**config.mk**
```make
export PLATFORM = sky130hd
export DESIGN_NAME = decode_ibuf_credit_ctrl
export DESIGN_NICKNAME = d
export VERILOG_FILES = /design/src/rtl/decode_ibuf_credit_ctrl.sv
export SDC_FILE = /design/constraint.sdc
export NUM_CORES = 1
export LEC_CHECK = 0
export CELL_PAD_IN_SITES_DETAIL_PLACEMENT = 0
export CELL_PAD_IN_SITES_GLOBAL_PLACEMENT = 1
export CORE_ASPECT_RATIO = 1.2
export CORE_MARGIN = 10
export CORE_UTILIZATION = 30
export DETAILED_ROUTE_END_ITERATION = 10
export PLACE_DENSITY_LB_ADDON = 0.2
export SYNTH_ARGS = -nofsm -noshare
export SYNTH_HDL_FRONTEND = slang
export SYNTH_SLANG_ARGS = --single-unit
```
**constraint.sdc**
```tcl
create_clock -name clk -period 3.04 [get_ports clk]
set_clock_uncertainty 0.05 [all_clocks]
set_input_delay 0.456 -clock clk [delete_from_list [all_inputs] [get_ports clk]]
set_output_delay 0.456 -clock clk [all_outputs]
set_load 0.02 [all_outputs]
```
**src/rtl/decode_ibuf_credit_ctrl.sv**
```systemverilog
// Credit throttle between decode and the per-warp ibuffers, with a per-warp drain sequencer.
// Optional DECODE_CREDIT_PERF_EN adds saturating stall and drain cycle counters.
//
// state | meaning
// IDLE  | no drain in progress, accepts drain_req
// DRAIN | pushes to drain_wid_q blocked, waiting for its occupancy to reach 0
// DONE  | one-cycle completion pulse, then back to IDLE
module decode_ibuf_credit_ctrl #(
  parameter int NUM_WARPS  = 4,
  parameter int IBUF_DEPTH = 2,
  parameter int WID_W      = (NUM_WARPS > 1) ? $clog2(NUM_WARPS) : 1,
  parameter int CNT_W      = $clog2(IBUF_DEPTH + 1)
) (
  input  logic                 clk,
  input  logic                 reset,
  input  logic                 dec_in_valid,
  input  logic [WID_W-1:0]     dec_in_wid,
  output logic                 dec_in_ready,
  output logic                 dec_out_valid,
  input  logic                 dec_out_ready,
  input  logic [NUM_WARPS-1:0] ibuf_pop,
  output logic [NUM_WARPS-1:0] warp_full,
  output logic [NUM_WARPS-1:0] warp_empty,
  input  logic                 drain_req,
  input  logic [WID_W-1:0]     drain_wid,
  output logic                 drain_busy,
  output logic                 drain_done,
`ifdef DECODE_CREDIT_PERF_EN
  output logic [31:0]          perf_stall_cycles,
  output logic [31:0]          perf_drain_cycles,
`endif
  output logic                 pop_err
);

  localparam logic [CNT_W-1:0] FULL_CNT = CNT_W'(IBUF_DEPTH);

  typedef enum logic [1:0] {ST_IDLE, ST_DRAIN, ST_DONE} state_e;

  state_e                          state_q, state_d;
  logic [NUM_WARPS-1:0][CNT_W-1:0] cnt_q, cnt_d;
  logic [NUM_WARPS-1:0]            warp_full_q, warp_full_d;
  logic [NUM_WARPS-1:0]            warp_empty_q, warp_empty_d;
  logic [WID_W-1:0]                drain_wid_q, drain_wid_d;
  logic                            drain_busy_q, drain_busy_d;
  logic                            drain_done_q, drain_done_d;
  logic                            pop_err_q, pop_err_d;

  logic [CNT_W-1:0]     cnt_sel;
  logic [CNT_W-1:0]     cnt_drain;
  logic                 blocked;
  logic                 push;
  logic [NUM_WARPS-1:0] push_vec;

  always_comb begin
    cnt_sel   = '0;
    cnt_drain = '0;
    for (int w = 0; w < NUM_WARPS; w++) begin
      if (dec_in_wid == WID_W'(w)) cnt_sel = cnt_q[w];
      if (drain_wid_q == WID_W'(w)) cnt_drain = cnt_q[w];
    end
    blocked       = (cnt_sel == FULL_CNT) || (drain_busy_q && (dec_in_wid == drain_wid_q));
    dec_out_valid = dec_in_valid & ~blocked;
    dec_in_ready  = dec_out_ready & ~blocked;
    push          = dec_out_valid & dec_out_ready;
  end

  // A same-cycle push and pop on one warp cancel; an unmatched pop on an empty warp only flags.
  always_comb begin
    cnt_d     = cnt_q;
    pop_err_d = pop_err_q;
    push_vec  = '0;
    for (int w = 0; w < NUM_WARPS; w++) begin
      push_vec[w] = push && (dec_in_wid == WID_W'(w));
      if (push_vec[w] && !ibuf_pop[w]) begin
        cnt_d[w] = cnt_q[w] + CNT_W'(1);
      end else if (!push_vec[w] && ibuf_pop[w]) begin
        if (cnt_q[w] == '0) pop_err_d = 1'b1;
        else                cnt_d[w] = cnt_q[w] - CNT_W'(1);
      end
    end
    for (int w = 0; w < NUM_WARPS; w++) begin
      warp_full_d[w]  = (cnt_d[w] == FULL_CNT);
      warp_empty_d[w] = (cnt_d[w] == '0);
    end
  end

  always_comb begin
    state_d     = state_q;
    drain_wid_d = drain_wid_q;
    case (state_q)
      ST_IDLE: begin
        if (drain_req) begin
          drain_wid_d = drain_wid;
          state_d     = ST_DRAIN;
        end
      end
      ST_DRAIN: if (cnt_drain == '0) state_d = ST_DONE;
      ST_DONE:  state_d = ST_IDLE;
      default:  state_d = ST_IDLE;
    endcase
    drain_busy_d = (state_d == ST_DRAIN);
    drain_done_d = (state_d == ST_DONE);
  end

  always_ff @(posedge clk or negedge reset) begin
    if (!reset) begin
      state_q      <= ST_IDLE;
      cnt_q        <= '0;
      warp_full_q  <= '0;
      warp_empty_q <= '1;
      drain_wid_q  <= '0;
      drain_busy_q <= 1'b0;
      drain_done_q <= 1'b0;
      pop_err_q    <= 1'b0;
    end else begin
      state_q      <= state_d;
      cnt_q        <= cnt_d;
      warp_full_q  <= warp_full_d;
      warp_empty_q <= warp_empty_d;
      drain_wid_q  <= drain_wid_d;
      drain_busy_q <= drain_busy_d;
      drain_done_q <= drain_done_d;
      pop_err_q    <= pop_err_d;
    end
  end

  assign warp_full  = warp_full_q;
  assign warp_empty = warp_empty_q;
  assign drain_busy = drain_busy_q;
  assign drain_done = drain_done_q;
  assign pop_err    = pop_err_q;

`ifdef DECODE_CREDIT_PERF_EN
  logic [31:0] perf_stall_q, perf_stall_d;
  logic [31:0] perf_drain_q, perf_drain_d;

  always_comb begin
    perf_stall_d = perf_stall_q;
    perf_drain_d = perf_drain_q;
    if (dec_in_valid && blocked && (perf_stall_q != '1)) perf_stall_d = perf_stall_q + 32'd1;
    if ((state_q == ST_DRAIN) && (perf_drain_q != '1))   perf_drain_d = perf_drain_q + 32'd1;
  end

  always_ff @(posedge clk or negedge reset) begin
    if (!reset) begin
      perf_stall_q <= '0;
      perf_drain_q <= '0;
    end else begin
      perf_stall_q <= perf_stall_d;
      perf_drain_q <= perf_drain_d;
    end
  end

  assign perf_stall_cycles = perf_stall_q;
  assign perf_drain_cycles = perf_drain_q;
`endif

endmodule

```
==> results.md <==
- Synth unique cells: 42
- Clock latency at the later pin of the worst-skew pair: 270 ps
- Clock power share: 0.184
- Drt total wl: 3600 um
- Main synth FF type: dfrtp_1
- Drt pass-1 iters: 4
- Synth Warn #: 0
- Core area: 4940 sq um
- FP Rows: 28
- Die footprint: 8340 sq um
- Required time of the critical path: 2530 ps
- Syn_area_per_cell: 9.47 sq um
- Simple-Gate Fraction of Synth Area: 0.235
- Crit path DAT: 2200 ps
- Pwr/cell area: 549 nW/um^2
- Slew Limit Fails: 0
- Pre-CTS WS: 32.6 ps
- Count of final hold-check violations: 0
- FMAX: 370 MHz
- CTS Buffer Depth: 2
- Sequential share of power: 0.430
- Critical-path maximum fanout: 7
- Kind of critical path: reg2out
- Post-DP HPWL: 2820 um
- Area Overhead vs Synth: 25.0%
- Internal power: 662 uW
- Worst slew pin tran: 648 ps
- Clk pin slew, worst setup/hold paths: 80 ps
- Status: completed
- Portion of netlist area occupied by mux cells: 0.0353
- Mapped Cells: 161
- Post-synth top cells: 19 x dfrtp_1, 16 x nand2_1, 13 x nor2_1
- Largest net degree at the start of global routing: 24
- Largest area contributor in the netlist: dfrtp_1
- Number of diodes: 0
- DR vias/cell: 5.16
- Relative slew slack: 0.557
- Min Tclk post-route: 2700 ps
- CTS Root Buffer Type: clkbuf_8
- Sw power: 384 uW
- Nets: 216
- Worst min-delay path class: reg2reg
- Post-Synth XOR/XNOR Area: 0.0172
- P_leak: 0.000836 uW
- Final Worst Setup Slack: 335 ps
- Synthesized area: 1520 sq um
- Initial core utilization: 0.309
- Synth top area cells: dfrtp_1 31%, ha_1 9.9%, dfstp_2 6.9%
- Max-cap viol count: 0
- IO Port Bufs: 25
- Final setup fails: 0
- Initial drt markers: 69
- # fillers: 513
- FF+latch count, synth: 23
- Synth Area in Adders: 0.0985
- Syn_nets: 186
- Setup TNS: 0 ps
- Total track usage: 0.0870
- Synth Area in Compound Gates: 0.193
- Sequential share of the synthesized area: 0.381
- Post-synth EDFFs: 0
- Largest family of logic cells by synthesized area: simple AND/OR/NAND/NOR gates
- Crit path capture type: output pin
- Startpoint types: register
- Number of global-route vias before repair: 1277
- # IOs: 26
- Total grt overflow: 0
- Gate power share: 0.386
- Antenna viol nets, final: 0
- Depth of the CTS H-tree: 1
- Initial antenna violation count: 0
- CTS tree: yes
- Synth top area share: 0.312
- Final period util: 0.890
- Setup Buffers After CTS: 0
- Count leader, synth: dfrtp_1
- Unrepaired setup endpoints after global routing: false
- WL/cell: 14.4 um
- Global-route wire length before repair: 6010 um
- Num CTS Buffers: 3
- Max VDD drop: 0.000145 V
- Share of layout cells above drive strength 1: 0.0947
- Detailed-route via count: 1290
- Gpl congestion: 0.792
- Clock Sinks: 23
- Cts-stage hold buffer count: 0
- Overall power: 1050 uW
- Die height: 98.1 um
- Sw Share: 0.367
- Ys async rst share: 1.00
- Residual DRC: 0
- Die Wd: 85.1 um
## state kept, by name, summed over array words and instances (netlist names)
| register | flops |
|---|---|
| state_q | 2 |
| pop_err | 1 |
| drain_done | 1 |
| warp_empty | 4 |
| cnt_q | 8 |
| drain_busy | 1 |
| drain_wid_q | 2 |
| warp_full | 4 |
## metal layers
layer  up-vias  global-route usage  wire length [um]  part of all wire
li1        635                   -                 -                 -
met1       619              0.0964              1560              0.43
met2        29               0.147              1770              0.49
met3         7              0.0191               197             0.055
met4         0              0.0520                80             0.022
met5         -                   0                 0                 0
## power groups by stage
stage	registers (uW)	logic, uW	clock network, uW
3_3_place_gp	452	398	0
4_1_cts	450	411	202
6_report	450	404	192
3_5_place_dp	455	409	0
2_1_floorplan	468	242	0
5_1_grt	459	445	214
## final cells by class
type / count / area [sq um] / area share
clock buffers: 4 / 45.0 / 0.0236
inverters: 10 / 37.5 / 0.0197
multi-input cells: 124 / 882 / 0.463
flip-flops and latches: 23 / 581 / 0.305
well taps: 60 / 75.1 / 0.0394
repair buffers: 29 / 285 / 0.150
## critical path, cell delays in order, from the launching register on
cell and delay (ps):
dfrtp_1 490, and2b_1 280, nor2_1 100, o21ai_0 110, o21a_1 220, nor2b_1 110, clkdlybuf4s50_1 620
## worst paths after layout
check,cells past startpoint,to,startpoint,slack (ps)
worst max-delay path,6,dec_in_ready,cnt_q[0],340
worst max register to register,4,cnt_q[0],cnt_q[0],1160
worst min register to register,1,state_q[0],state_q[1],460
max in group asynchronous,2,warp_empty[0],reset,2160
min in group asynchronous,2,cnt_q[2],reset,490
worst min-delay path,1,state_q[0],state_q[1],460
## cell families after synthesis
family / Yosys count
adder cells (fa/ha/maj): 12
AO/OA/AOI/OAI: 41
multiplexers: 4
AND/OR/NAND/NOR: 64
buffers and inverters: 14
XOR/XNOR: 3
flip-flops: 23
## stage by stage
step	hold slack (ps)	instances	utilization	cell area, sq um
after CTS	460	250	0.385	1900
after global routing	489	250	0.386	1910
after global placement	426	246	0.376	1860
final	457	250	0.386	1910
after floorplan	110	161	-	1520
after detailed placement	432	246	0.376	1860
## layout by cell type (no fill, tap or decap), types with 2 or more instances in the layout
master,count
a211oi_1,4
ha_1,12
buf_4,4
nand3b_1,2
o21ai_0,6
a21oi_1,9
nor2_1,13
a22o_1,4
and2b_1,2
o211ai_1,5
dlymetal6s2s_1,2
and2_1,4
nor3_1,3
clkdlybuf4s50_1,23
a211o_1,2
and3b_1,2
nand2b_1,5
dfstp_2,4
nor2b_1,6
nand2_1,16
inv_1,10
mux2i_1,2
dfrtp_1,19
a31oi_1,2
clkbuf_8,3
nor3b_1,2
xnor2_1,3
nand3_1,5
## timing repair
action                     CTS  global route
hold endpoints to repair     0             0
gates resized for setup      0             2
setup endpoints to repair    0             2
(Power assumes the default switching activity.)
